File: src/rtl/fifo_burst_reader_pkg.sv
`default_nettype none
// ============================================================================
// Module      : fifo_burst_reader_pkg
// Description : Shared constants and width helpers for the FIFO burst reader.
// Revision    : 1.0 - initial release
// ============================================================================
package fifo_burst_reader_pkg;

    // Upper bound on the depth of the attached FIFO.
    localparam int unsigned FBR_MAX_DEPTH = 2 ** 16;

    // Bits needed to hold every value in 0..max_val (never less than one).
    function automatic int unsigned bits_for(input int unsigned max_val);
        return (max_val == 0) ? 1 : $clog2(max_val + 1);
    endfunction

endpackage : fifo_burst_reader_pkg
`default_nettype wire

File: src/rtl/fifo_burst_reader.sv
`default_nettype none
// ============================================================================
// Module      : fifo_burst_reader
// Description : Pops a non-fall-through FIFO in bursts of up to BURST_LEN onto
//               a registered valid/ready stream; a timeout flushes partials.
// Revision    : 1.0 - initial release
// ============================================================================
module fifo_burst_reader
    import fifo_burst_reader_pkg::*;
#(
    parameter int unsigned DATA_WIDTH = 32,
    parameter int unsigned DEPTH      = 8,
    parameter int unsigned BURST_LEN  = 4,
    parameter int unsigned TIMEOUT    = 16,
    parameter type         dtype      = logic [DATA_WIDTH-1:0],
    parameter int unsigned ADDR_DEPTH = (DEPTH > 1) ? $clog2(DEPTH) : 1
) (
    input  logic                  clk_i,
    input  logic                  rst_ni,
    input  logic                  flush_i,
    input  logic                  fifo_full_i,
    input  logic                  fifo_empty_i,
    input  logic [ADDR_DEPTH-1:0] fifo_usage_i,
    input  dtype                  fifo_data_i,
    output logic                  fifo_pop_o,
    output logic                  out_valid_o,
    input  logic                  out_ready_i,
    output dtype                  out_data_o,
    output logic                  out_last_o,
    output logic                  busy_o
);

    localparam int unsigned c_OCC_W   = ADDR_DEPTH + 1;
    localparam int unsigned c_BEATS_W = bits_for(BURST_LEN);
    localparam int unsigned c_TIMER_W = bits_for(TIMEOUT);

    localparam logic [c_OCC_W-1:0]   c_DEPTH_OCC   = c_OCC_W'(DEPTH);
    localparam logic [c_OCC_W-1:0]   c_BURST_OCC   = c_OCC_W'(BURST_LEN);
    localparam logic [c_BEATS_W-1:0] c_BURST_BEATS = c_BEATS_W'(BURST_LEN);
    localparam logic [c_BEATS_W-1:0] c_ONE_BEAT    = c_BEATS_W'(1);
    localparam logic [c_TIMER_W-1:0] c_TIMER_MAX   = c_TIMER_W'(TIMEOUT);
    localparam logic [c_TIMER_W-1:0] c_TIMER_ONE   = c_TIMER_W'(1);
    localparam bit                   c_TIMEOUT_EN  = (TIMEOUT != 0);

    typedef enum logic [0:0] {
        IDLE  = 1'b0,
        BURST = 1'b1
    } state_e;

    state_e               r_state;
    logic [c_TIMER_W-1:0] r_timer;
    logic [c_BEATS_W-1:0] r_beats;
    logic                 r_out_valid;
    logic                 r_out_last;
    dtype                 r_out_data;

    logic [c_OCC_W-1:0]   w_occ;
    logic                 w_occ_nz;
    logic                 w_full_burst;
    logic                 w_timeout_hit;
    logic                 w_start;
    logic [c_BEATS_W-1:0] w_start_beats;
    logic                 w_pop;

    // usage_o wraps to zero on a full FIFO, so full has to override it.
    assign w_occ         = fifo_full_i ? c_DEPTH_OCC : {1'b0, fifo_usage_i};
    assign w_occ_nz      = (w_occ != '0);
    assign w_full_burst  = (w_occ >= c_BURST_OCC);
    assign w_timeout_hit = c_TIMEOUT_EN && (r_timer == c_TIMER_MAX) && w_occ_nz;
    assign w_start       = (r_state == IDLE) && (w_full_burst || w_timeout_hit);
    assign w_start_beats = w_full_burst ? c_BURST_BEATS : c_BEATS_W'(w_occ);

    assign w_pop = (r_state == BURST) && !flush_i && !fifo_empty_i &&
                   (r_beats != '0) && (!r_out_valid || out_ready_i);

    always_ff @(posedge clk_i or negedge rst_ni) begin
        if (!rst_ni) begin
            r_state     <= IDLE;
            r_timer     <= '0;
            r_beats     <= '0;
            r_out_valid <= 1'b0;
            r_out_last  <= 1'b0;
            r_out_data  <= '0;
        end else if (flush_i) begin
            // An unaccepted beat is discarded; payload register keeps its value.
            r_state     <= IDLE;
            r_timer     <= '0;
            r_beats     <= '0;
            r_out_valid <= 1'b0;
            r_out_last  <= 1'b0;
        end else begin
            if (w_pop) begin
                r_out_data  <= fifo_data_i;
                r_out_valid <= 1'b1;
                r_out_last  <= (r_beats == c_ONE_BEAT);
            end else if (r_out_valid && out_ready_i) begin
                r_out_valid <= 1'b0;
                r_out_last  <= 1'b0;
            end

            case (r_state)
                IDLE: begin
                    if (w_start) begin
                        r_state <= BURST;
                        r_beats <= w_start_beats;
                        r_timer <= '0;
                    end else if (!w_occ_nz) begin
                        r_timer <= '0;
                    end else if (!w_full_burst && (r_timer != c_TIMER_MAX)) begin
                        r_timer <= r_timer + c_TIMER_ONE;
                    end
                end
                BURST: begin
                    if (w_pop) begin
                        r_beats <= r_beats - c_ONE_BEAT;
                        if (r_beats == c_ONE_BEAT) begin
                            r_state <= IDLE;
                        end
                    end
                end
                default: r_state <= IDLE;
            endcase
        end
    end

    assign fifo_pop_o  = w_pop;
    assign out_valid_o = r_out_valid;
    assign out_last_o  = r_out_last;
    assign out_data_o  = r_out_data;
    assign busy_o      = (r_state == BURST);

`ifndef SYNTHESIS
    a_burst_len_range : assert property (@(posedge clk_i) disable iff (!rst_ni)
        (BURST_LEN >= 1) && (BURST_LEN <= DEPTH) && (DEPTH <= FBR_MAX_DEPTH));

    a_no_pop_empty : assert property (@(posedge clk_i) disable iff (!rst_ni)
        fifo_pop_o |-> !fifo_empty_i);

    a_out_stable : assert property (@(posedge clk_i) disable iff (!rst_ni)
        (out_valid_o && !out_ready_i && !flush_i) |=>
        (out_valid_o && $stable(out_data_o) && $stable(out_last_o)));
`endif

endmodule : fifo_burst_reader
`default_nettype wire

File: config.mk
export PLATFORM = sky130hd
export DESIGN_NAME = fifo_burst_reader
export DESIGN_NICKNAME = d
export VERILOG_FILES = /design/src/rtl/fifo_burst_reader_pkg.sv /design/src/rtl/fifo_burst_reader.sv
export SDC_FILE = /design/constraint.sdc
export NUM_CORES = 1
export LEC_CHECK = 0
export CAP_MARGIN = 25
export CORE_ASPECT_RATIO = 1.1
export CORE_MARGIN = 4
export CORE_UTILIZATION = 35
export DETAILED_ROUTE_END_ITERATION = 8
export GPL_TIMING_DRIVEN = 0
export PLACE_DENSITY_LB_ADDON = 0.1
export SLEW_MARGIN = 20
export SYNTH_ARGS = -nofsm -noshare
export SYNTH_HDL_FRONTEND = slang
export SYNTH_SLANG_ARGS = --single-unit
File: constraint.sdc
create_clock -name clk_i -period 2.4 [get_ports clk_i]
set_input_delay 0.24 -clock clk_i [delete_from_list [all_inputs] [get_ports clk_i]]
set_output_delay 0.24 -clock clk_i [all_outputs]
set_load 0.02 [all_outputs]
# ---- After elaboration in Yosys (flattened, before gate mapping)
# Cells that the tools add are included.
# W data, S select, Z words.
dict set report word_totals {
  register_bits 43
  elab_cells 59
  output_inout_bits 36
}
dict set report classes {
  n_addsub 2
  bitwise_logic 2
  reduce_logical 20
  magnitude_cmp 1
  eq_ne 7
  n_mux 21
}
# operator n
set ops {}
lappend ops {{$mux W5} 5}
lappend ops {{$mux W3} 4}
lappend ops {{$mux W1} 9}
lappend ops {{$logic_and A1 B1 Y1} 8}
lappend ops {{$ne A3 B3 Y1 const B} 2}
lappend ops {{$pmux W3 S2} 1}
lappend ops {{$reduce_and A2 Y1} 3}
lappend ops {{$reduce_bool A3 Y1} 2}
lappend ops {{$add A5 B1 Y5 const B} 1}
lappend ops {{$eq A5 B5 Y1 const B} 1}
lappend ops {{$ne A5 B5 Y1 const B} 1}
lappend ops {{$ge A4 B3 Y1 const B} 1}
lappend ops {{$logic_not A1 Y1} 4}
lappend ops {{$mux W4} 1}
lappend ops {{$ne A4 B2 Y1 const B} 1}
lappend ops {{$reduce_bool A4 Y1} 1}
lappend ops {{$eq A3 B1 Y1 const B} 1}
lappend ops {{$sub A3 B1 Y3 const B} 1}
lappend ops {{$logic_or A1 B1 Y1} 2}
lappend ops {{$ne A2 B2 Y1 const B} 1}
lappend ops {{$not A1 Y1} 2}
lappend ops {{$pmux W1 S2} 1}

# ---- Depth between registers and ports, before layout
dict set report depth {
  depth_word 9
  depth_mapped 8
}

# ---- Worst setup path after synthesis
# Ideal clock, no wire load.
dict set report synth_timing {
  path_type {register -> register}
  start {register r_beats[0]}
  end {register r_out_data (netlist bit out_data_o[25])}
  synth_period_minus_slack_ps 1817
  slack_ps 583
  t_required_ps 2275
  n_path_buf 2
  t_arrival_ps 1692
  path_stages_with_launch 9
  cell_sequence {dfrtp_1 inv_1 ha_1 nor2b_2 nor3_4 and2_4 buf_12 buf_12 mux2_4}
}
dict set report synth_via {
  elab_chain_len 4
}
# element line_no
set synth_lines {}
lappend synth_lines {{from (decl)} fifo_burst_reader.sv:52} ;# logic [c_BEATS_W-1:0] r_beats;
lappend synth_lines {{from (signal assigned)} fifo_burst_reader.sv:105} ;# r_beats <= w_start_beats;
lappend synth_lines {{from (signal assigned)} fifo_burst_reader.sv:115} ;# r_beats <= r_beats - c_ONE_BEAT;
lappend synth_lines {{$reduce_bool A3 Y1} fifo_burst_reader.sv:74} ;# (r_beats != '0) && (!r_out_valid || out_ready_i);
lappend synth_lines {{$logic_and A1 B1 Y1} fifo_burst_reader.sv:73} ;# assign w_pop = (r_state == BURST) && !flush_i && !fifo_empty_i &&
lappend synth_lines {{$logic_and A1 B1 Y1} fifo_burst_reader.sv:74}
lappend synth_lines {{net fifo_pop_o} fifo_burst_reader.sv:25} ;# output logic fifo_pop_o,
lappend synth_lines {{$reduce_and A2 Y1 (no line)} -}
lappend synth_lines {{to (signal assigned)} fifo_burst_reader.sv:93} ;# r_out_data <= fifo_data_i;
lappend synth_lines {{to (decl)} fifo_burst_reader.sv:55} ;# dtype r_out_data;
# The timed path passes the listed nets, and every way through them passes these cells.
# A chain may end at the register's enable or synchronous reset.

# ---- Worst setup path in the final report
dict set report layout_timing {
  start {register r_beats[0]}
  end {output fifo_pop_o}
}
dict set report layout_via {
  elab_chain_len 3
}
# element line_no
set layout_lines {}
lappend layout_lines {{$reduce_bool A3 Y1} fifo_burst_reader.sv:74}
lappend layout_lines {{$logic_and A1 B1 Y1} fifo_burst_reader.sv:73}
lappend layout_lines {{$logic_and A1 B1 Y1} fifo_burst_reader.sv:74}
lappend layout_lines {{to (decl)} fifo_burst_reader.sv:25}
# No other way between the ends.

==> flow_metrics.py <==
metrics = {
    "setup_path": {
        "worst_ep_arrival_time_ps": 2040,
        "critPathBufInv": 4,
        "path_cells": "inv_1, ha_1, nor2b_2, nor3_4, and2_4, buf_12, buf_12, clkdlybuf4s15_2",
        "crit_required_ps": 2160,
        "worstSetupEndpointType": "primary output",
        "crit_top_cell": "buf_12",
        "critPathSlowestCell": "dfrtp_1",
        "critPathMaxFanout": 10,
        "critPathMaxStageDelay_ps": 370,
        "start_kind": "flop",
        "critical_path_class": "flop to primary output",
        "path_delay_family": "buffers and inverters",
    },
    "clocking": {
        "cts_tree": "yes",
        "cts.path.max_buffers": 2,
        "clk_latency_ps": 290,
        "htree_num_levels": 2,
        "cts_buffers": 5,
        "cts_setup_buffers": 0,
        "path_clk_slew_ps": 80,
        "cts-root-buf": "clkbuf_8",
        "cts.sink_count": 43,
    },
    "placed_design": {
        "port-buffer-count": 76,
        "gp_congestion": 0.869,
        "dpl.hpwl_um": 3460,
    },
    "yosys": {
        "async_reset_ff_share_pct": 100,
        "ys_seq_area_share_pct": 52.6,
        "synth_cell_types": 33,
        "synthFlopType": "dfrtp_1",
        "ys_warn_count": 0,
        "yosys-top-cells-count": "dfrtp_1, mux2_4, inv_1, mux2_2, o21ai_0",
        "synth_edf_count": 0,
        "synth_top_area_share_pct": 52.6,
        "synthTopCellsByArea": "dfrtp_1, mux2_4, buf_12",
        "syn_nets": 186,
        "yosysMostFrequentCell": "dfrtp_1",
        "avgSynthCellArea_um2": 14.6,
        "synth.largest_area_cell": "dfrtp_1",
        "synth_cells": 140,
        "synth-seq-cells": 43,
        "synth_area_um2": 2050,
    },
    "detailed_routing": {
        "drt-vias-per-instance": 4.65,
        "wl_um": 4500,
        "drc": 0,
        "vias": 1400,
        "ant_nets": 0,
        "first_iter_violations": 49,
        "routedWlPerCell_um": 14.9,
        "first_pass_iters": 4,
    },
    "final_layout": {
        "layout-area-overhead-vs-synth_pct": 48.8,
        "post-route-util_pct": 55.0,
        "layout-drive-gt1-share_pct": 23.9,
        "antennaDiodeCount": 0,
        "num-nets-final": 271,
    },
    "die": {
        "dieArea_um2": 7130,
        "num_rows": 28,
        "start_util_pct": 37.0,
        "core_um2": 5540,
        "die_h_um": 88.2,
        "die_x_um": 80.9,
        "io_pins": 77,
    },
    "timing": {
        "fin_crit_ps": 2280,
        "drv_slew": 0,
        "worst_slew_pin_slew_ps": 436,
        "setup_violations": 0,
        "rsz0062_at_grt": "false",
        "clock_skew_ps": 5.80,
        "fin_crit_sh_pct": 94.9,
        "fin_setup_tns_ps": 0,
        "fmax_ghz": 0.439,
        "slew_headroom_pct": 70.9,
        "finalHoldViolCount": 0,
    },
    "min_path": {
        "hp-class": "input pin to async pin",
    },
    "global_route": {
        "busiest_layer": "met2",
        "grt_pass1_vias": 1458,
        "met3_usage_pct": 3.70,
        "grt_usage_pct": 13.3,
        "grt_max_degree": 27,
        "gr-usage-met1_pct": 16.6,
        "grt_pass1_wl_um": 7240,
        "grt.overflow.total": 0,
        "met2_usage_pct": 22.4,
        "antenna_found_initial": 0,
    },
    "power_and_ir_drop": {
        "p_leak_nw": 1.32,
        "ir_drop_v": 0.000393,
        "cellPowerDensity_nw_per_um2": 938,
    },
    "status": {
        "status": "finished, final reports clean",
    },
    "job": {
        "drv_cap": 0,
    },
}
==> cell usage in the layout, fill, tap and decap left out, types with 2 or more instances in the layout <==
master,count
clkdlybuf4s50_1,74
dfrtp_1,43
mux2_4,27
inv_1,6
o21ai_0,6
mux2_2,6
clkbuf_8,6
buf_12,5
ha_1,5
nor3_1,4
nand2_1,4
nor2_1,3
nor2b_1,3
nor2b_2,2
nand4b_1,2
and3_1,2
o22ai_1,2
nand3_1,2
a22o_1,2
a21o_1,2
==> per-stage QoR <==
step	area, µm²	worst slack [ps]	power [mW]	cells	hold slack (ps)
2_1_floorplan	2050	583	1.71	140	-55.6
3_3_place_gp	2900	23.5	2.28	291	489
3_5_place_dp	2920	25.9	2.31	292	203
4_1_cts	3040	34.6	2.90	301	435
5_1_grt	3040	12.9	3.01	301	476
6_report	3040	121	2.85	301	440
==> path summary, 6_finish.rpt <==
| path | slack [ps] | cells past startpoint | to | startpoint |
|---|---|---|---|---|
| setup / recovery | 120 | 8 | fifo_pop_o | r_beats[0] |
| hold / removal | 440 | 2 | out_data_o[8] | rst_ni |
| hold reg to reg | 510 | 1 | out_data_o[3] | out_data_o[3] |
| min in group clk_i | 510 | 1 | out_data_o[3] | out_data_o[3] |
| setup reg to reg | 480 | 8 | out_data_o[13] | r_beats[0] |
| max in group asynchronous | 1490 | 3 | r_beats[2] | rst_ni |
==> cell type report <==
class / count / area, µm²
clock buffers: 6 / 82.6
flip-flops and latches: 43 / 1080
fillers: 499 / 2490
inverters: 6 / 22.5
clock inverters: 2 / 35.0
repair buffers: 78 / 787
well taps: 75 / 93.8
plain buffers: 4 / 80.1
multi-input cells: 87 / 867
==> flip-flops by register name, summed over array words and instances (netlist names) <==
signal	flops
busy_o	1
out_data_o	32
out_last_o	1
out_valid_o	1
r_beats	3
r_timer	5
==> worst register-to-register path, stage by stage, from the launching register on <==
cell	delay, ps
dfrtp_1	370
inv_1	90
ha_1	200
nor2b_2	170
nor3_4	190
and2_4	190
buf_12	130
buf_12	150
mux2_4	310
==> logic make-up (layout without fill, tap and decap cells) <==
| logic type | count (synthesis) | count (layout) | synth area share (%) |
|---|---|---|---|
| AND/OR/NAND/NOR | 31 | 31 | 10.1 |
| buffers and inverters | 10 | 96 | 5.02 |
| AO/OA/AOI/OAI | 17 | 17 | 5.63 |
| multiplexers | 34 | 34 | 23.6 |
| flip-flops | 43 | 43 | 52.6 |
| adder cells (fa/ha/maj) | 5 | 5 | 3.06 |
==> power by group <==
| group | internal (mW) | switching [mW] | total, mW |
|---|---|---|---|
| clock | 0.337 | 0.238 | 0.574 |
| combinational | 0.713 | 0.501 | 1.21 |
| sequential | 0.945 | 0.121 | 1.07 |
| total | 1.99 | 0.860 | 2.85 |
==> routing by layer <==
layer,routed length (µm),vias up
met5,0,-
met4,54,0
met3,289,6
met2,2210,52
met1,1950,675
li1,-,667
==> repair_timing <==
| item | in CTS | in global routing |
|---|---|---|
| hold buffers | 1 | 0 |
| pin swaps | 0 | 1 |
| endpoints found under the setup margin | 1 | 1 |
| endpoints found under the hold margin | 17 | 0 |
| gates resized for setup | 3 | 0 |
| cloned | 0 | 0 |
Power figures use the tool's default switching activity.
